`src/rtl/mode_sequencer.sv`:
```
// Front-panel mode sequencer: three debounced buttons drive a MENU/SWITCH/RUN
// controller that gates the mode engines and beeps while switching.

module ms_btn #(
   parameter int DEBOUNCE_CYC = 2000000
) (
   input  logic clk,
   input  logic rst,
   input  logic btn_raw,
   output logic press
);
   localparam int DW = $clog2(DEBOUNCE_CYC + 1);
   localparam logic [DW-1:0] DB_LAST = DW'(DEBOUNCE_CYC - 1);

   logic          sync1_q, sync2_q, level_q, press_q;
   logic          level_d, press_d;
   logic [DW-1:0] cnt_q, cnt_d;

   // Count only while the synchronised input disagrees with the accepted level;
   // any agreement (a bounce back) restarts the count.
   always_comb begin
      level_d = level_q;
      cnt_d   = '0;
      if (sync2_q != level_q) begin
         if (cnt_q == DB_LAST) level_d = sync2_q;
         else                  cnt_d   = cnt_q + DW'(1);
      end
      press_d = level_d & ~level_q;
   end

   always_ff @(posedge clk or posedge rst) begin
      if (rst) begin
         sync1_q <= 1'b0;
         sync2_q <= 1'b0;
         level_q <= 1'b0;
         cnt_q   <= '0;
         press_q <= 1'b0;
      end else begin
         sync1_q <= btn_raw;
         sync2_q <= sync1_q;
         level_q <= level_d;
         cnt_q   <= cnt_d;
         press_q <= press_d;
      end
   end

   assign press = press_q;
endmodule

module mode_sequencer #(
   parameter int NUM_MODES    = 4,
   parameter int DEBOUNCE_CYC = 2000000,
   parameter int GUARD_CYC    = 10000000,
   parameter int TONE_HALF    = 50000,
   localparam int MODE_W      = (NUM_MODES <= 2) ? 1 : $clog2(NUM_MODES)
) (
   input  logic                 clk,
   input  logic                 rst,
   input  logic                 btn_sel,
   input  logic                 btn_ok,
   input  logic                 btn_back,
   input  logic [NUM_MODES-1:0] mode_sig,
   output logic [MODE_W-1:0]    mode,
   output logic [MODE_W-1:0]    cand,
   output logic [NUM_MODES-1:0] mode_en,
   output logic                 signal,
   output logic                 mode_changed
);
   localparam int GW = $clog2(GUARD_CYC + 1);
   localparam int TW = $clog2(TONE_HALF + 1);
   localparam logic [GW-1:0]        GUARD_LAST = GW'(GUARD_CYC - 1);
   localparam logic [TW-1:0]        TONE_LAST  = TW'(TONE_HALF - 1);
   localparam logic [MODE_W-1:0]    CAND_LAST  = MODE_W'(NUM_MODES - 1);
   localparam logic [NUM_MODES-1:0] EN_MENU    = NUM_MODES'(1);

   typedef enum logic [1:0] {MENU, SWITCH, RUN} state_t;

   // press[0]=sel, press[1]=ok, press[2]=back
   logic [2:0] btn_raw, press;
   assign btn_raw = {btn_back, btn_ok, btn_sel};

   for (genvar b = 0; b < 3; b++) begin : g_btn
      ms_btn #(.DEBOUNCE_CYC(DEBOUNCE_CYC)) u_btn (
         .clk    (clk),
         .rst    (rst),
         .btn_raw(btn_raw[b]),
         .press  (press[b])
      );
   end

   state_t                 state_q, state_d;
   logic [MODE_W-1:0]      cand_q, cand_d, target_q, target_d, mode_q, mode_d;
   logic [NUM_MODES-1:0]   mode_en_q, mode_en_d;
   logic                   signal_q, signal_d, mode_changed_q, mode_changed_d;
   logic [GW-1:0]          guard_q, guard_d;
   logic [TW-1:0]          tone_q, tone_d;
   logic                   back_p, ok_p, sel_p;

   // Fixed priority: a lower-priority press in the same cycle is dropped.
   assign back_p = press[2];
   assign ok_p   = press[1] & ~press[2];
   assign sel_p  = press[0] & ~press[1] & ~press[2];

   always_ff @(posedge clk or posedge rst) begin
      if (rst) begin
         state_q        <= MENU;
         cand_q         <= MODE_W'(1);
         target_q       <= '0;
         mode_q         <= '0;
         mode_en_q      <= EN_MENU;
         signal_q       <= 1'b0;
         mode_changed_q <= 1'b0;
         guard_q        <= '0;
         tone_q         <= '0;
      end else begin
         state_q        <= state_d;
         cand_q         <= cand_d;
         target_q       <= target_d;
         mode_q         <= mode_d;
         mode_en_q      <= mode_en_d;
         signal_q       <= signal_d;
         mode_changed_q <= mode_changed_d;
         guard_q        <= guard_d;
         tone_q         <= tone_d;
      end
   end

   always_comb begin
      state_d  = state_q;
      cand_d   = cand_q;
      target_d = target_q;
      guard_d  = '0;
      tone_d   = '0;
      case (state_q)
         MENU: begin
            if (ok_p) begin
               target_d = cand_q;
               state_d  = SWITCH;
            end else if (sel_p) begin
               cand_d = (cand_q == CAND_LAST) ? MODE_W'(1) : cand_q + MODE_W'(1);
            end
         end
         SWITCH: begin
            if (guard_q == GUARD_LAST) begin
               state_d = (target_q != '0) ? RUN : MENU;
            end else begin
               guard_d = guard_q + GW'(1);
               tone_d  = (tone_q == TONE_LAST) ? '0 : tone_q + TW'(1);
            end
         end
         RUN: begin
            if (back_p) begin
               target_d = '0;
               state_d  = SWITCH;
            end
         end
         default: state_d = MENU;
      endcase
   end

   // Outputs are computed from the next state so the registered values line
   // up with the state they describe.
   always_comb begin
      mode_d         = mode_q;
      mode_en_d      = '0;
      signal_d       = 1'b0;
      mode_changed_d = (state_q == SWITCH) && (state_d != SWITCH);
      case (state_d)
         MENU: begin
            mode_d    = '0;
            mode_en_d = EN_MENU;
            signal_d  = mode_sig[0];
         end
         SWITCH: begin
            if (state_q == SWITCH)
               signal_d = (tone_q == TONE_LAST) ? ~signal_q : signal_q;
         end
         RUN: begin
            mode_d    = target_d;
            mode_en_d = EN_MENU << target_d;
            signal_d  = mode_sig[target_d];
         end
         default: mode_d = '0;
      endcase
   end

   assign mode         = mode_q;
   assign cand         = cand_q;
   assign mode_en      = mode_en_q;
   assign signal       = signal_q;
   assign mode_changed = mode_changed_q;
endmodule
```
`config.mk`:
```
export PLATFORM = sky130hd
export DESIGN_NAME = mode_sequencer
export DESIGN_NICKNAME = d
export VERILOG_FILES = /design/src/rtl/mode_sequencer.sv
export SDC_FILE = /design/constraint.sdc
export NUM_CORES = 1
export LEC_CHECK = 0
export CAP_MARGIN = 20
export CORE_ASPECT_RATIO = 1.25
export CORE_MARGIN = 3
export CORE_UTILIZATION = 35
export CTS_CLUSTER_SIZE = 30
export DETAILED_ROUTE_END_ITERATION = 8
export PLACE_DENSITY_LB_ADDON = 0.25
export SYNTH_ARGS = -nofsm -noshare
export SYNTH_HDL_FRONTEND = slang
export SYNTH_SLANG_ARGS = --single-unit
```
`constraint.sdc`:
```
create_clock -name clk -period 7.46 [get_ports clk]
set_input_delay 2.238 -clock clk [delete_from_list [all_inputs] [get_ports clk]]
set_output_delay 2.238 -clock clk [all_outputs]
set_load 0.02 [all_outputs]
```
-- Word-level counts from Yosys, hierarchy flattened
Index checks and enable logic that the tools add are counted.
- flip-flop bits (word level): 129
- input port bits: 9
- output and inout port bits: 10
- logic and storage cells: 98
- add/sub/neg operators: 6
- order comparisons: 1
- equal/unequal tests: 15
- shifts and indexed selects: 1
- multiplexer cells: 33
- bitwise logic cells: 13
- reduce and logical (&&, ||, !) cells: 5
- operators by type and width (cell ; count):
    two-way mux 21 bit ; 6
    adder 21 x 1 -> 21 bit (second input constant) ; 3
    equality test 21 bit (second input constant) ; 3
    two-way mux 16 bit ; 3
    two-way mux 24 bit ; 2
    adder 24 x 1 -> 24 bit (second input constant) ; 1
    equality test 24 bit (second input constant) ; 1
    adder 16 x 1 -> 16 bit (second input constant) ; 1
    equality test 16 bit (second input constant) ; 1
    two-way mux 2 bit ; 7
    two-way mux 1 bit ; 9
    case mux 2 bit (2 select lines) ; 2
    case mux 4 bit (2 select lines) ; 1
    NOT 1 bit ; 7
    bitwise AND 1 bit ; 6
    equality test 2 bit (second input constant) ; 3
    case mux 2 bit (3 select lines) ; 1
    equality test 2 x 1 -> 1 bit (second input constant) ; 2
    zero test 2 bit ; 2
    left shift 1 x 2 -> 4 bit (first input constant) ; 1
    less-than comparator 2 x 3 -> 1 bit (second input constant) ; 1
    != test 1 bit ; 3
    != test 3 bit (second input constant) ; 1
    case mux 1 bit (3 select lines) ; 1
    6 further kinds ; 6

-- Depth between registers and ports, before layout
- depth after elaboration: 7
- depth in mapped cells: 8
- gate-level depth less buffers: 7

-- Cells and area by module
From an unflattened synthesis, not the netlist that was laid out.
- cell total of the unflattened synthesis: 616
- area total of the unflattened synthesis: 6297.3 um^2
- modules (own cells, without submodules) (module ; times used ; cells each ; area each (um^2)):
    ms_btn ; 3 ; 118 ; 1232.4
    mode_sequencer ; 1 ; 262 ; 2600.0

-- Worst setup path after synthesis
Ideal clock, no wire load.
- path kind: reg2out
- start point: register cand_q[0] (netlist: cand[0])
- end point: output cand[0]
- arrival: 0.582 ns
- slack: 4.640 ns
- cell stages (with the launch flop): 1
- buffers on the path: 0
- path through: dfstp_2
- RTL lines (element ; RTL line ; RTL):
    start: declaration ; 92 ; logic [MODE_W-1:0] cand_q, cand_d, target_q, target_d, mode_q, mode_d;
    start signal: assignment ; 117 ; cand_q <= cand_d;
    end: declaration ; 64 ; output logic [MODE_W-1:0] cand,
No word-level cell between the ends.

-- Worst setup path in the final report
- start point: register cand_q[0] (netlist: cand[0])
- end point: output cand[0]
No word-level cell between the ends.

==> reports/qor.yml <==
maxSlewViolCount: 0
drt_wl_total_mm: 10.9
place.detailed.hpwl_mm: 7.40
nFillCells: 1542
drive_gt1_share_pct: 8.53
r2r_cells: 6
crit_required_ns: 5.22
hold_viol_final: 0
clk_pin_slew_worst_paths_ns: 0.06
leakagePower_nw: 3.03
seq_area_um2: 3230
grt_max_degree: 88
r2r-start: "guard_q[8]"
synthTopCellsByArea: "dfrtp_1 (53%), xor2_1 (8.5%), nor2_1 (7.9%)"
ctsResizeCount: 0
sw_frac_of_total_pct: 20.8
fin_hold_ws_ns: 0.346
cts_max_path_buffers: 2
multi_input_area_um2: 2640
period_share_pct: 51.4
antenna_found_initial: 0
cts_made_buffers: 17
final_nets: 623
synth_top_area_share_pct: 53.2
drt_iter0_drc: 166
path_cells: "clkdlybuf4s50_1"
r2r_end: "tone_q[9]"
first_pass_iters: 4
cts_setup_buffers: 0
io_pins: 19
grt_pass1_vias: 4195
cts_root_buf: "clkbuf_16"
cts_tree: "built"
skew_ns: 0.00691
ant_nets: 0
cp_top_family: "buffers and inverters"
worstPathArrival_ns: 1.59
clock_latency_ns: 0.42
syn_inst: 582
intPower_mw: 1.25
p_seq_share_pct: 45.1
fmax_ghz: 0.261
combPwrFrac_pct: 2.2
relSlewSlack_pct: 54.4
crit_fanout: 4
tns_ns: 0
min_to: "g_btn[0].u_btn.sync2_q"
min_path_type: "register to register"
cp_num_buf_inv: 1
clock-sinks: 129
numPortBuffers: 18
ir_drop_mv: 0.146
power.density_nw_per_um2: 225
period_minus_slack_ns: 3.83
slowest_delay_ns: 0.62
cts_hold_buf: 0
initial_core_util_pct: 36.3
rows: 52
cap_violations: 0
synth-seq-cells: 129
drc: 0
grt-ovfl-total: 0
place_congestion: 0.752
start_kind: "register"
grt_pass1_wl_mm: 19.2
die_h_um: 152
syn_area_um2: 5970
yosys.area.top_type: "dfrtp_1"
status: "complete, no violations"
path_class: "register to output port"
p_switching_uw: 327
cp-end-kind: "output port"
coreArea_um2: 16500
rsz0062_at_grt: "no"
die_width_um: 123
tightest_slew_ns: 0.684
syn_nets: 597
slowest_stage: "clkdlybuf4s50_1"
routedWlPerCell_um: 13.0
rrSetupSlack_ns: 4.48
p_clk_share_pct: 52.7
synth.distinct_cells: 48
ys_seq_area_share_pct: 54.1
synth-warning-count: 0
area_growth_pct: 17.4
grt_usage_pct: 12.7
insertedDiodeCount: 0
die-area_um2: 18700
setup_viol_count_final: 0
min_from: "g_btn[0].u_btn.sync1_q"
h-tree-depth: 4
hold_depth: 0
dr_total_vias: 4093
viasPerCell: 4.89
syn_avg_cell_area_um2: 10.3
stage by stage:
step           util [%]  area, um^2  setup WS (ns)  std cells  total power, mW
6_report           42.6        7010           3.63        837             1.58
5_1_grt            42.6        7010           3.57        837             1.64
4_1_cts            42.4        6990           3.59        836             1.60
3_5_place_dp       38.8        6380           3.33        804            0.758
3_3_place_gp       38.8        6380           3.35        804            0.757
2_1_floorplan         -        5970           1.78        582            0.745
worst max path at each step:
stage                     cells past startpoint  slack (ns)  startpoint                        to
after floorplan                               1        1.78         rst                   cand[1]
after global placement                        3        3.35         rst  g_btn[0].u_btn.cnt_q[17]
after detailed placement                      3        3.33         rst  g_btn[0].u_btn.cnt_q[17]
after CTS                                     1        3.59     cand[0]                   cand[0]
after global routing                          1        3.57     cand[0]                   cand[0]
final                                         1        3.63     cand[0]                   cand[0]
power by group through the flow:
stage	Sequential, mW	Clock [mW]	Combinational, mW
floorplan	0.723	0	0.0221
global placement	0.723	0	0.0334
detailed placement	0.724	0	0.0344
CTS	0.711	0.853	0.0346
global route	0.712	0.889	0.0401
finish	0.711	0.830	0.0346
synthesized netlist by cell type (all sizes together):
master	number
or4	2
dfstp	2
nor2	125
or3b	1
clkbuf	12
xnor2	35
and2	4
and3b	2
o21bai	1
or2b	1
or2	4
inv	12
dfrtp	127
nand4b	1
o31a	1
mux2i	2
nand2	35
and3	24
o21ai	5
or4b	1
xor2	58
and4	14
o31ai	1
nand3	50
and2b	1
ha	6
nand4	12
buf	2
nor3	5
nor4b	8
o21a	1
a21o	1
o2bb2ai	2
nor4	2
o41ai	1
a32oi	2
mux2	3
a211oi	1
a21oi	6
nor3b	3
nor2b	2
or3	4
final cells by class:
cell class	count	share of cell area, %
Clock inverter	14	2.34
Tap cell	216	3.85
Sequential cell	129	46.1
Timing Repair Buffer	21	3.18
Multi-Input combinational cell	427	37.6
Clock buffer	18	6.26
Inverter	12	0.678
placed cells by master (no fill, tap or decap), drive strengths merged, types with 3 or more instances in the layout:
master / netlist / final
a21oi: 6 / 6
and2: 4 / 4
and3: 24 / 24
and4: 14 / 14
buf: 2 / 3
bufinv: 0 / 3
clkbuf: 12 / 18
clkdlybuf4s50: 0 / 18
clkinv: 0 / 7
clkinvlp: 0 / 3
dfrtp: 127 / 127
ha: 6 / 6
inv: 12 / 13
mux2: 3 / 3
nand2: 35 / 35
nand3: 50 / 50
nand4: 12 / 12
nor2: 125 / 125
nor3: 5 / 5
nor3b: 3 / 3
nor4b: 8 / 8
o21ai: 5 / 5
or2: 4 / 4
or3: 4 / 4
xnor2: 35 / 35
xor2: 58 / 58
cells by family after synthesis:
logic type               after synthesis  share of synthesized area (%)
buffers and inverters                 26                           1.72
multiplexers                           5                          0.901
XOR/XNOR                              93                           13.6
AND/OR/NAND/NOR                      301                           25.1
adder cells (fa/ha/maj)                6                           1.26
flip-flops                           129                           54.1
AO/OA/AOI/OAI                         22                           3.31
flip-flops by register name, indices dropped and copies added, names as in the netlist:
register and count:
mode 2, g_btn.u_btn.sync1_q 3, cand 2, g_btn.u_btn.sync2_q 3
tone_q 16, g_btn.u_btn.cnt_q 63, guard_q 24, state_q 2
g_btn.u_btn.level_q 3, target_q 2, signal 1, mode_changed 1
g_btn.u_btn.press 3, mode_en 4
layer usage:
metal	vias up	part of all wire [%]	track usage (%)
li1	2023	-	-
met4	0	2.1	5.55
met2	50	51	21.3
met5	-	0	0
met1	1998	44	15.1
met3	22	3.2	3.42
No activity file was read; power rests on OpenSTA's default activity.
==> RTL change, RTL diff (same flow settings) <==
The 3 states of `state_t` get a one-hot encoding in 3 bits.
--- a/src/rtl/mode_sequencer.sv
+++ b/src/rtl/mode_sequencer.sv
@@ -74,5 +74,5 @@
    localparam logic [NUM_MODES-1:0] EN_MENU    = NUM_MODES'(1);
 
-   typedef enum logic [1:0] {MENU, SWITCH, RUN} state_t;
+   typedef enum logic [2:0] {MENU = 3'b001, SWITCH = 3'b010, RUN = 3'b100} state_t;
 
    // press[0]=sel, press[1]=ok, press[2]=back
Check against the original RTL: no difference found for any inputs over 10 cycles, from zero or initial values and one cycle with rst high; not proved beyond that.
==> RTL change against the original RTL <==
Synthesized area up 1.8%; total power up 4.1%; cell area up 1.6%; largest cell class unchanged; wire length up 7.4%; synthesized cell count up 1.2%; critical path type unchanged; sequential cell count up 1; sequential share of layout area down 0.35 points; setup slack worse by 0.028 ns.
==> RTL change: results (changes against the original RTL) <==
stage;metric;value;unit;change
global_routing;first-pass GRT wire length;21000;µm;+9.5%
route;total number of vias;4228;;+3.3%
route;wire length on met1;5320;µm;+11%
timing;skew final;0.00710;ns;+0.000187 ns
cells_and_area;fin nets;631;;+1.3%
global_routing;Total GRT Usage;13.7;%;+0.98 points
setup_path;maximum fanout along the worst path;5;;+1
power_and_ir_drop;Worst VDD drop;157;µV;+8.0%
placed_design;GP Congestion;0.811;;+7.9%
cells_and_area;Final Cell Area;7130;µm²;+1.6%
cells_and_area;multi-input gates;433;;+1.4%
placed_design;Detail Placement HPWL;7960;µm;+7.5%
placed_design;placed instance area;6490;µm²;+1.6%
run_status;outcome;completed;;
synth;Syn Nets;604;;+1.2%
synth;post-synthesis mux area share;0.555;%;-0.35 points
global_routing;pin count of the biggest net entering global routing;75;;-15%
synth;Post-Synth Adder-Cell Area;1.23;%;-0.022 points
cells_and_area;Sequential cell area;3260;µm²;+0.81%
cells_and_area;Non-clock buffers;20;;-4.8%
timing;worst slew pin tran;0.890;ns;+0.207 ns
route;met2 WL;5850;µm;+6.6%
cells_and_area;multi-input gate share of total cell area;37.9;%;+0.31 points
synth;Synth top cells by count;dfrtp_1, nor2_1, xor2_1;;
power_and_ir_drop;sw frac;19.8;%;-0.91 points
power_and_ir_drop;Logic power comb;0.0335;mW;-3%
cells_and_area;layout cells sized above 1;8.27;%;-0.27 points
synth;cells after synthesis;589;;+1.2%
power_and_ir_drop;Seq power;0.716;mW;+0.7%
cells_and_area;Fillers;1577;;+2.3%
cells_and_area;buffering overhead;2.74;%;-0.44 points
cells_and_area;clk_buf instances;23;;+5
route;routed length on met3;303;µm;-13%
power_and_ir_drop;Leak;2.98;nW;-1.9%
cells_and_area;Layout clock area frac;8.97;%;+0.37 points
synth;cells taking the most area after synthesis;dfrtp_1, xor2_1, nor2_1;;
global_routing;vias in the first global route;4334;;+3.3%
synth;compound-cell area share of the yosys netlist;2.02;%;-1.3 points
setup_path;slowest stage delay, CP;0.65;ns;+0.03 ns
-- RTL change: cell types whose count changed in the layout (fill, tap and decap cells not counted), sizes merged, moves of 4 or more --
cell / unedited run / this run
and3: 24 / 19
nor4: 2 / 10
nor4bb: 0 / 4
nor2: 125 / 120
xor2: 58 / 52
clkbuf: 18 / 23
nand3: 50 / 42
xnor2: 35 / 45
a21oi: 6 / 0
nand4: 12 / 25
nand2b: 0 / 4
nor3: 5 / 18
-- RTL change: metrics by stage --
step | worst slack (ns) | power [mW] | hold WS [ns] | util [%]
floorplan | 1.76 | 0.751 | 0.331 | -
global placement | 3.31 | 0.763 | 0.334 | 38.4
CTS | 3.56 | 1.67 | 0.347 | 42.1
global route | 3.48 | 1.70 | 0.354 | 42.1
finish | 3.60 | 1.64 | 0.346 | 42.1
detailed placement | 3.27 | 0.764 | 0.335 | 38.4
-- RTL change: final timing paths --
kind / start / end / slack, ns / cells after the start
min: g_btn[1].u_btn.sync1_q / g_btn[1].u_btn.sync2_q / 0.35 / 0
min in group asynchronous: rst / g_btn[2].u_btn.cnt_q[19] / 2.39 / 2
max: cand[0] / cand[0] / 3.60 / 1
max in group asynchronous: rst / g_btn[0].u_btn.cnt_q[8] / 3.82 / 3
min reg2reg: g_btn[1].u_btn.sync1_q / g_btn[1].u_btn.sync2_q / 0.35 / 0
max reg2reg: guard_q[0] / tone_q[8] / 5.17 / 6
-- RTL change: kinds of logic after synthesis --
logic type,after synthesis
buffers and inverters,26
XOR/XNOR,97
adder cells (fa/ha/maj),6
flip-flops,130
AO/OA/AOI/OAI,16
multiplexers,3
AND/OR/NAND/NOR,311
-- RTL change: per-layer routing --
metal	global-route usage [%]	up-vias
met1	17.5	2094
met3	2.70	16
met4	5.32	0
met5	0	-
met2	22.6	48
li1	-	2070
